==> src/rtl/ex_muldiv_pkg.sv <==
`default_nettype none
// ============================================================================
// Module      : ex_muldiv_pkg
// Description : RV32M func3/func7 encodings shared by the multiply/divide unit.
// Revision    : 1.0 - initial release
// ============================================================================
package ex_muldiv_pkg;

    localparam logic [6:0] C_FUNC7_M = 7'b0000001;

    typedef enum logic [2:0] {
        C_F3_MUL    = 3'd0,
        C_F3_MULH   = 3'd1,
        C_F3_MULHSU = 3'd2,
        C_F3_MULHU  = 3'd3,
        C_F3_DIV    = 3'd4,
        C_F3_DIVU   = 3'd5,
        C_F3_REM    = 3'd6,
        C_F3_REMU   = 3'd7
    } muldiv_func3_e;

    function automatic logic f_is_m_op(input logic [6:0] func7);
        return func7 == C_FUNC7_M;
    endfunction

endpackage
`default_nettype wire

==> src/rtl/ex_muldiv_div_iter.sv <==
`default_nettype none
// ============================================================================
// Module      : ex_muldiv_div_iter
// Description : One restoring-division step: shift in the next dividend bit,
//               trial-subtract the divisor, keep the difference if non-negative.
// Revision    : 1.0 - initial release
// ============================================================================
module ex_muldiv_div_iter #(
    parameter int XLEN = 32
) (
    input  logic [XLEN:0]   i_rem,
    input  logic [XLEN-1:0] i_quo,
    input  logic [XLEN-1:0] i_div,
    output logic [XLEN:0]   o_rem,
    output logic [XLEN-1:0] o_quo
);

    logic [XLEN+1:0] w_shift;
    logic [XLEN+1:0] w_diff;

    assign w_shift = {i_rem, i_quo[XLEN-1]};
    assign w_diff  = w_shift - {2'b00, i_div};

    // The top bit of the difference is the borrow of the trial subtraction.
    always_comb begin
        if (!w_diff[XLEN+1]) begin
            o_rem = w_diff[XLEN:0];
            o_quo = {i_quo[XLEN-2:0], 1'b1};
        end else begin
            o_rem = w_shift[XLEN:0];
            o_quo = {i_quo[XLEN-2:0], 1'b0};
        end
    end

endmodule
`default_nettype wire

==> src/rtl/ex_muldiv.sv <==
`default_nettype none
// ============================================================================
// Module      : ex_muldiv
// Description : Multi-cycle RV32M multiply/divide unit with pipeline hold.
//               Define EX_MULDIV_FAST_MUL_EN for single-cycle array multiply.
// Revision    : 1.0 - initial release
// ============================================================================
module ex_muldiv
    import ex_muldiv_pkg::*;
#(
    parameter int XLEN = 32
) (
    input  logic            clk,
    input  logic            rst_n,
    input  logic            start_i,
    input  logic [2:0]      func3_i,
    input  logic [XLEN-1:0] op1_i,
    input  logic [XLEN-1:0] op2_i,
    input  logic [4:0]      rd_addr_i,
    input  logic            flush_i,
    output logic            hold_flag_o,
    output logic            valid_o,
    output logic [XLEN-1:0] result_o,
    output logic [4:0]      rd_addr_o
);

    localparam int              CW          = $clog2(XLEN);
    localparam logic [CW-1:0]   C_LAST_STEP = CW'(XLEN - 1);
    localparam logic [1:0]      C_ST_IDLE   = 2'd0;
    localparam logic [1:0]      C_ST_BUSY   = 2'd1;
    localparam logic [1:0]      C_ST_DONE   = 2'd2;
    localparam logic [XLEN-1:0] C_MOST_NEG  = {1'b1, {(XLEN-1){1'b0}}};

    logic [1:0]        r_state, w_next_state;
    logic [CW-1:0]     r_cnt;
    logic [2:0]        r_func3;
    logic [4:0]        r_rd_addr;
    logic [XLEN-1:0]   r_b, r_lo, r_result;
    logic [XLEN:0]     r_acc;
    logic              r_neg, r_rem_neg;

    logic              w_op1_signed, w_op2_signed, w_op1_neg, w_op2_neg;
    logic [XLEN-1:0]   w_mag1, w_mag2, w_idle_result, w_busy_result;
    logic              w_is_div, w_div_zero, w_div_ovf, w_single;
    logic [2*XLEN-1:0] w_fast_prod;
    logic [XLEN:0]     w_mul_sum, w_div_rem, w_step_acc;
    logic [XLEN-1:0]   w_div_quo, w_step_lo;

    // Sign-magnitude core: results are re-signed when loaded for DONE.
    function automatic logic [XLEN-1:0] f_format(
        input logic [2:0]      f3,
        input logic [2*XLEN-1:0] prod,
        input logic [XLEN-1:0] quo,
        input logic [XLEN-1:0] rem,
        input logic            neg,
        input logic            rem_neg
    );
        logic [2*XLEN-1:0] w_sprod;
        logic [XLEN-1:0]   w_squo, w_srem;
        w_sprod = neg ? -prod : prod;
        w_squo  = neg ? -quo : quo;
        w_srem  = rem_neg ? -rem : rem;
        case (f3)
            C_F3_MUL:                          f_format = w_sprod[XLEN-1:0];
            C_F3_MULH, C_F3_MULHSU, C_F3_MULHU: f_format = w_sprod[2*XLEN-1:XLEN];
            C_F3_DIV, C_F3_DIVU:               f_format = w_squo;
            default:                           f_format = w_srem;
        endcase
    endfunction

    assign w_is_div     = func3_i[2];
    assign w_op1_signed = func3_i inside {C_F3_MUL, C_F3_MULH, C_F3_MULHSU, C_F3_DIV, C_F3_REM};
    assign w_op2_signed = func3_i inside {C_F3_MUL, C_F3_MULH, C_F3_DIV, C_F3_REM};
    assign w_op1_neg    = w_op1_signed & op1_i[XLEN-1];
    assign w_op2_neg    = w_op2_signed & op2_i[XLEN-1];
    assign w_mag1       = w_op1_neg ? -op1_i : op1_i;
    assign w_mag2       = w_op2_neg ? -op2_i : op2_i;
    assign w_div_zero   = w_is_div & (op2_i == '0);
    assign w_div_ovf    = ((func3_i == C_F3_DIV) || (func3_i == C_F3_REM)) &&
                          (op1_i == C_MOST_NEG) && (op2_i == '1);

`ifdef EX_MULDIV_FAST_MUL_EN
    assign w_fast_prod = {{XLEN{1'b0}}, w_mag1} * {{XLEN{1'b0}}, w_mag2};
    assign w_single    = w_div_zero | w_div_ovf | ~w_is_div;
`else
    assign w_fast_prod = '0;
    assign w_single    = w_div_zero | w_div_ovf;
`endif

    // Remainder ops sit at func3[1]=1 within the divide half.
    always_comb begin
        if (w_div_zero) begin
            w_idle_result = func3_i[1] ? op1_i : '1;
        end else if (w_div_ovf) begin
            w_idle_result = func3_i[1] ? '0 : op1_i;
        end else begin
            w_idle_result = f_format(func3_i, w_fast_prod, '0, '0,
                                     w_op1_neg ^ w_op2_neg, w_op1_neg);
        end
    end

    // Shift-add multiply shares the divider's {acc, lo} register pair.
    assign w_mul_sum  = r_acc + {1'b0, {XLEN{r_lo[0]}} & r_b};
    assign w_step_acc = r_func3[2] ? w_div_rem : {1'b0, w_mul_sum[XLEN:1]};
    assign w_step_lo  = r_func3[2] ? w_div_quo : {w_mul_sum[0], r_lo[XLEN-1:1]};
    assign w_busy_result = f_format(r_func3, {w_step_acc[XLEN-1:0], w_step_lo},
                                    w_step_lo, w_step_acc[XLEN-1:0], r_neg, r_rem_neg);

    ex_muldiv_div_iter #(
        .XLEN (XLEN)
    ) u_div_iter (
        .i_rem (r_acc),
        .i_quo (r_lo),
        .i_div (r_b),
        .o_rem (w_div_rem),
        .o_quo (w_div_quo)
    );

    always_ff @(posedge clk or negedge rst_n) begin
        if (!rst_n) begin
            r_state <= C_ST_IDLE;
        end else begin
            r_state <= w_next_state;
        end
    end

    always_comb begin
        w_next_state = r_state;
        case (r_state)
            C_ST_IDLE: if (start_i) w_next_state = w_single ? C_ST_DONE : C_ST_BUSY;
            C_ST_BUSY: if (r_cnt == C_LAST_STEP) w_next_state = C_ST_DONE;
            default:   w_next_state = C_ST_IDLE;
        endcase
        if (flush_i) begin
            w_next_state = C_ST_IDLE;
        end
    end

    always_comb begin
        hold_flag_o = ((r_state == C_ST_IDLE) && start_i && !flush_i) || (r_state == C_ST_BUSY);
        valid_o     = (r_state == C_ST_DONE);
    end

    always_ff @(posedge clk or negedge rst_n) begin
        if (!rst_n) begin
            r_cnt     <= '0;
            r_func3   <= '0;
            r_rd_addr <= '0;
            r_b       <= '0;
            r_acc     <= '0;
            r_lo      <= '0;
            r_neg     <= 1'b0;
            r_rem_neg <= 1'b0;
            r_result  <= '0;
        end else if (flush_i) begin
            r_cnt <= '0;
        end else begin
            case (r_state)
                C_ST_IDLE: begin
                    if (start_i) begin
                        r_func3   <= func3_i;
                        r_rd_addr <= rd_addr_i;
                        r_b       <= w_mag2;
                        r_acc     <= '0;
                        r_lo      <= w_mag1;
                        r_neg     <= w_op1_neg ^ w_op2_neg;
                        r_rem_neg <= w_op1_neg;
                        r_cnt     <= '0;
                        if (w_single) begin
                            r_result <= w_idle_result;
                        end
                    end
                end
                C_ST_BUSY: begin
                    r_acc <= w_step_acc;
                    r_lo  <= w_step_lo;
                    r_cnt <= r_cnt + CW'(1);
                    if (r_cnt == C_LAST_STEP) begin
                        r_result <= w_busy_result;
                    end
                end
                default: ;
            endcase
        end
    end

    assign result_o  = r_result;
    assign rd_addr_o = r_rd_addr;

endmodule
`default_nettype wire

==> config.mk <==
export PLATFORM = sky130hd
export DESIGN_NAME = ex_muldiv
export DESIGN_NICKNAME = d
export VERILOG_FILES = /design/src/rtl/ex_muldiv_pkg.sv /design/src/rtl/ex_muldiv_div_iter.sv /design/src/rtl/ex_muldiv.sv
export SDC_FILE = /design/constraint.sdc
export NUM_CORES = 1
export LEC_CHECK = 0
export BUFFER_PORTS_ARGS = -buffer_cell sky130_fd_sc_hd__buf_2
export CORE_AREA = 4 4 258 260
export DETAILED_ROUTE_END_ITERATION = 16
export DIE_AREA = 0 0 262 264
export MAX_ROUTING_LAYER = met4
export PLACE_DENSITY = 0.41
export SLEW_MARGIN = 10
export SYNTH_ARGS = -nofsm -noshare
export SYNTH_HDL_FRONTEND = slang
export SYNTH_SLANG_ARGS = --single-unit
==> constraint.sdc <==
create_clock -name clk -period 6.28 [get_ports clk]
set_input_delay 1.256 -clock clk [delete_from_list [all_inputs] [get_ports clk]]
set_output_delay 1.256 -clock clk [all_outputs]
set_load 0.03 [all_outputs]
After elaboration in Yosys (flattened, before gate mapping). Index checks and enable logic that the tools add are counted.

Memories: 0. Input bits: 76. Output and inout port bits: 39. Bits in read-only memories: 0. Register bits after elaboration: 146. Bits in latches: 0. Logic and storage cells: 96. Memory bits (writable): 0.

$lt $le $gt $ge: 0. $add $sub $neg: 8. Div/mod/pow operators: 0. Bitwise logic cells: 7. Multiply operators: 0. Shift operators: 0. Reductions and logical operators: 22. Eq/ne operators: 19. Multiplexer cells: 30.

Operator list (number): 32-bit 2-to-1 mux (13); 32-bit negation (4); 32-bit one-hot mux with 2 select lines (2); 33-bit 2-to-1 mux (3); 32-bit one-hot mux with 3 select lines (1); 33-bit one-hot mux with 2 select lines (1); 32-bit == test (second input constant) (2); 64-bit 2-to-1 mux (1); 64-bit negation (1); 34-bit by 32-bit subtractor with 34-bit output (1); 33-bit by 32-bit adder with 33-bit output (1); 32-bit AND (1); 32-bit logical NOT (1); 3-bit == test (second input constant) (4); 5-bit 2-to-1 mux (2); 5-bit one-hot mux with 2 select lines (1); 3-bit by 2-bit == test with 1-bit output (second input constant) (3); 2-bit 2-to-1 mux (4); 3-bit by 1-bit == test with 1-bit output (second input constant) (2); 3-bit logical NOT (2); 2-bit != test (second input constant) (3); 3-bit != test (second input constant) (2); 3-bit AND reduction (2); 5-bit by 1-bit adder with 5-bit output (second input constant) (1); 21 further kinds (28).

Longest topological paths before layout.
Depth after elaboration: 9. Gate-level depth with buffers: 25. Gate-level depth less buffers: 22.

Cells and area by module. A second synthesis with hierarchy kept.

Cell total of the unflattened synthesis: 2072. Area total of the unflattened synthesis: 15849.0 sq um.

Modules (own cells, without submodules): ex_muldiv (seq. area each 3653.5 sq um, area each 13402.9 sq um, cells an instance 1735, instances 1); ex_muldiv_div_iter (seq. area each 0.0 sq um, area each 2446.1 sq um, cells an instance 337, instances 1).

Worst setup path before layout. OpenSTA, ideal clock, no wires.

Path type: register -> register. From: register r_acc[7]. To: register r_result[24], in the netlist result_o[24]. Arrival time: 4.904 ns. Buffers on the path: 4. Slack: 1.251 ns. Cell stages (with the launch flop): 24. Data required time: 6.156 ns. Period minus slack after synthesis: 5.029 ns. Library setup time: 0.124 ns. Cell sequence: dfrtp_1 -> ha_1 -> buf_2 -> and4_1 -> and3_1 -> o211ai_1 -> a31oi_2 -> o31a_1 -> buf_2 -> buf_2 -> nor2_1 -> a21oi_1 -> ha_1 -> o2111ai_1 -> nor3_1 -> nand2_1 -> nor2_1 -> nand3_1 -> or3_1 -> clkbuf_1 -> nor4_1 -> mux2_1 -> nor3_1 -> o21ai_1.

Cells in the longest elaborated chain, start to end: 8. Elaborated cells on any way between the ends: 15. Those cells by class: 5 x add/sub; 10 x mux.

RTL lines: start, declared (RTL line ex_muldiv.sv:39) `logic [XLEN:0] r_acc;`; start signal, assigned (RTL line ex_muldiv.sv:175) `r_acc <= w_step_acc;`; 34-bit by 32-bit subtractor with 34-bit output (RTL line ex_muldiv_div_iter.sv:22) `assign w_diff = w_shift - {2'b00, i_div};`; 1-bit 2-to-1 mux or 33-bit 2-to-1 mux (tied branches) (RTL line ex_muldiv_div_iter.sv:26) `if (!w_diff[XLEN+1]) begin`; 32-bit 2-to-1 mux or 33-bit 2-to-1 mux (tied branches) (RTL line ex_muldiv.sv:105, ex_muldiv.sv:104); 64-bit negation (tied with other cells) (RTL line ex_muldiv.sv:60) `w_sprod = neg ? -prod : prod;`; 64-bit 2-to-1 mux (tied with other cells) (RTL line ex_muldiv.sv:60); 32-bit one-hot mux with 3 select lines (*) (RTL line ex_muldiv.sv:63) `case (f3)`; 32-bit 2-to-1 mux (*) (RTL line ex_muldiv.sv:178) `if (r_cnt == C_LAST_STEP) begin`; 32-bit one-hot mux with 2 select lines (*) (RTL line ex_muldiv.sv:158) `case (r_state)`; end signal, assigned (RTL line ex_muldiv.sv:170) `r_result <= w_idle_result;`; end signal, assigned (RTL line ex_muldiv.sv:179) `r_result <= w_busy_result;`; end, declared (RTL line ex_muldiv.sv:38) `logic [XLEN-1:0] r_b, r_lo, r_result;`.

Every way passes the cells marked *; elsewhere a longest branch is shown, timed or not. The select of a mux whose other input is x is not followed. A chain may end at the register's enable or synchronous reset.

Final worst setup path.
From: register r_acc[17]. To: register r_result[20], in the netlist result_o[20].

The elaborated chain is that of the path after synthesis.

==> results.tsv <==
stage	metric	value	unit
sta	tns	0	ns
setup_path	r2r_cells	20	
floorplanning	placementRows	93	
setup_path	cpPeakStageDelay	0.45	ns
logic_synthesis	synth_top_family_by_area	compound AO/OA/AOI/OAI gates	
clock_tree	clk_latency	0.50	ns
setup_path	worstPathArrival	6.08	ns
power_and_ir_drop	p_int	0.003765	W
setup_path	start_kind	flip-flop	
power_and_ir_drop	clkPwrFrac	14.3	%
logic_synthesis	synthAdderAreaFrac	5.845	%
global_routing	grt_usage	20.94	%
global_routing	grt_pass1_vias	16470	
power_and_ir_drop	power_switching	0.004388	W
power_and_ir_drop	leakagePower	7.573	nW
power_and_ir_drop	pwr_density_cell	448.3	mW/mm^2
sta	setup_viol	0	
sta	hold_viol	0	
clock_tree	cts_hold_buf	0	
drt	drt-total-wl	71080	um
logic_synthesis	syn_area	0.01588	mm^2
drt	ant_nets	0	
setup_path	crit_path_end_kind	flip-flop	
place	pre_cts_slack	0.6583	ns
sta	tightest_slew	1.042	ns
logic_synthesis	async_flop_share	100.0	%
clock_tree	clkTransAtPathRegs	0.07	ns
clock_tree	cts_tree	yes	
logic_synthesis	ys_types	97	
sta	rsz0062_at_grt	no	
layout	drive_gt1_share	12.72	%
logic_synthesis	yosysWarnings	0	
sta	finalClockSkew	0.01250	ns
setup_path	critPathSlowestCell	or3_1	
place	post-dp-hpwl	54970	um
power_and_ir_drop	seqPwrFrac	19.2	%
power_and_ir_drop	power_frac_comb	66.5	%
setup_path	r2r_end	result_o[20]$_DFFE_PN0P_	
logic_synthesis	yosys-mux-area-fraction	4.538	%
logic_synthesis	synth-xor-area-share	8.823	%
sta	finalWorstSetupSlack	0.5745	ns
clock_tree	cts_resized	0	
logic_synthesis	synth_ff_type	dfrtp_1	
sta	max_freq	175.3	MHz
floorplanning	core-area	0.06412	mm^2
layout	layout_commonest_cell	a21oi_1	
clock_tree	cts_root_buffer	clkbuf_16	
setup_path	cp-startpoint	r_acc[17]$_DFFE_PN0P_	
worst_hold_path	min_path_type	reg -> reg	
setup_path	worst-path-buf-inv	1	
logic_synthesis	synth-seq-area-share	23.00	%
setup_path	regToRegStartpoint	r_acc[17]$_DFFE_PN0P_	
logic_synthesis	synthesis.nets	2307	
sta	maxSlewHeadroom	30.15	%
setup_path	rrSetupSlack	0.57	ns
clock_tree	cts.sinks	146	
drt	drc_errors	0	
setup_path	crit_required	6.66	ns
setup_path	crit_end	result_o[20]$_DFFE_PN0P_	
sta	slew_violations	0	
floorplanning	dieWidth	262	um
clock_tree	cts_buffers	17	
logic_synthesis	synthCells	2158	
setup_path	path_max_fanout	9	
layout	final_nets	2378	
drt	dr.pass1.iters	5	
setup_path	worstSetupPathType	reg -> reg	
clock_tree	post_cts_buffers	0	
layout	final_core_util	28.36	%
layout	final_cells	3096	
place	placed_cells	3065	
floorplanning	start_util	24.77	%
clock_tree	htreeDepth	4	
logic_synthesis	synth_compound_area_share	30.41	%
logic_synthesis	avgSynthCellArea	7.360	um^2
drt	dr.first_iter.drc_count	1397	
job	cap_viol_max_count	0	
power_and_ir_drop	peakVddDrop	0.2829	mV
drt	post_drt_wl_per_cell	22.96	um
setup_path	path_cells	ha_1 -> a21oi_1 -> o21ai_2 -> a211o_1 -> a32o_2 -> o41ai_2 -> nor2_1 -> a21oi_1 -> ha_1 -> o2111ai_1 -> nor3_1 -> nand2_1 -> nor2_1 -> nand3_1 -> or3_1 -> buf_4 -> o31ai_1 -> xnor2_1 -> o221ai_1 -> a221o_1	
global_routing	antenna_found_initial	0	
layout	area_growth_syn_to_layout	14.50	%
layout	antenna_cells	0	
place	place_congestion	0.8914	
place	portBuffers	114	
floorplanning	die_area	0.06917	mm^2
setup_path	cp.depth	20	
logic_synthesis	ys_seq_elements	146	
outcome	status	finished, final reports clean	
logic_synthesis	synth-edff-count	0	
logic_synthesis	yosys.area_share.simple	22.08	%
global_routing	grt-ovfl-total	0	
sta	period_needed	5.706	ns
setup_path	cp_top_family	compound AO/OA/AOI/OAI gates	
global_routing	grt_start_max_net_pins	77	
sta	whs	0.4919	ns
floorplanning	pin_count	115	
drt	viasPerCell	5.438	
drt	vias	16840	
floorplanning	die-height	264	um
layout	mostFrequentLayoutCells	a21oi_1, nor2_1, nand2_1, o21ai_0, dfrtp_1	
clock_tree	cts_buffer_depth	2	
sta	period_share	90.85	%
power_and_ir_drop	p_sw_share	53.82	%
global_routing	grt_first_pass_wirelength	106900	um
## how the worst min path moves through the flow
| stage | end | cells past startpoint | startpoint | slack [ns] |
|---|---|---|---|---|
| final | result_o[12]$_DFFE_PN0P_ | 2 | result_o[12]$_DFFE_PN0P_ | 0.49 |
| after global placement | result_o[7]$_DFFE_PN0P_ | 2 | result_o[7]$_DFFE_PN0P_ | 0.47 |
| after detailed placement | result_o[12]$_DFFE_PN0P_ | 2 | result_o[12]$_DFFE_PN0P_ | 0.47 |
| after CTS | result_o[12]$_DFFE_PN0P_ | 2 | result_o[12]$_DFFE_PN0P_ | 0.49 |
| after global routing | rd_addr_o[4]$_DFFE_PN0P_ | 1 | rd_addr_o[4]$_DFFE_PN0P_ | 0.52 |
| after floorplan | r_cnt[2]$_DFFE_PN0P_ | 1 | r_cnt[2]$_DFFE_PN0P_ | 0.46 |
## flip-flops by register name (all words and copies together) (netlist names)
name       cells
rd_addr_o      5
r_state        2
r_lo          32
r_acc         33
r_b           32
result_o      32
r_func3        3
r_rem_neg      1
r_cnt          5
r_neg          1
## cells by family (layout without fill, tap and decap cells)
group                    Yosys count  after routing
multiplexers                      69             69
AND/OR/NAND/NOR                  741            741
AO/OA/AOI/OAI                    757            757
adder cells (fa/ha/maj)           73             73
flip-flops                       146            146
XOR/XNOR                         160            160
buffers and inverters            212            295
## power groups by stage
stage                     Clock (W)  Sequential [W]  Combinational, W
final                       0.00116         0.00157           0.00542
after floorplan                   0         0.00158           0.00348
after CTS                   0.00121         0.00157           0.00540
after detailed placement          0         0.00159           0.00536
after global placement            0         0.00158           0.00539
after global routing        0.00122         0.00161           0.00591
## per-layer routing
layer  vias up  global-route usage, %  part of all wire (%)
met5         -                      -                     0
met4         0                  7.564                   3.6
met3        95                  2.656                   4.4
met2       483                  32.94                    47
met1      8225                  27.66                    45
li1       8032                      -                     -
## synth_stat cells (6+ instances only)
cell type	instances	area share (%)
a211o_1	6	0.33
a211oi_1	19	0.90
a21o_1	26	1.2
a21oi_1	222	7.0
a221oi_1	8	0.44
a22o_1	19	1.0
a22oi_1	6	0.28
a31oi_1	34	1.3
and2_1	44	1.7
and3_1	16	0.63
buf_1	10	0.24
buf_2	22	0.69
clkbuf_1	95	2.2
dfrtp_1	146	23
ha_1	71	5.6
inv_1	82	1.9
mux2_2	21	1.5
mux2i_1	45	2.8
nand2_1	217	5.1
nand2b_1	12	0.47
nand3_1	43	1.4
nand4_1	32	1.3
nor2_1	222	5.2
nor2b_1	6	0.24
nor3_1	65	2.0
nor3b_1	6	0.28
nor4_1	15	0.59
o2111ai_1	9	0.50
o211ai_1	29	1.4
o21a_1	19	0.90
o21ai_0	187	5.9
o21ai_1	29	0.91
o21bai_1	6	0.28
o221ai_1	7	0.39
o22ai_1	9	0.35
o311ai_0	6	0.33
o31ai_1	34	1.6
o41ai_1	10	0.55
or2_2	11	0.43
or3_1	19	0.75
or4_1	9	0.43
xnor2_1	97	5.3
xor2_1	63	3.5
## final cells by class
type / instances / area, um^2
fillers: 7088 / 45930
multi-input cells: 1800 / 11450
flip-flops and latches: 146 / 3657
repair buffers: 182 / 1087
well taps: 855 / 1070
clock buffers: 22 / 464.2
inverters: 82 / 307.8
clock inverters: 9 / 153.9
## metrics by stage
step / area [um^2] / power, W
6_report: 18190 / 0.008153
5_1_grt: 18190 / 0.008736
4_1_cts: 18190 / 0.008172
3_5_place_dp: 17570 / 0.006950
3_3_place_gp: 17570 / 0.006972
2_1_floorplan: 15880 / 0.005052
## worst min-delay path, delay by kind of cell, from the launching register on
family / cells / cell delay [ns]
flops: 1 / 0.34
simple gates: 1 / 0.05
compound gates: 1 / 0.06
Note: power is estimated with default switching activity, not from simulation.
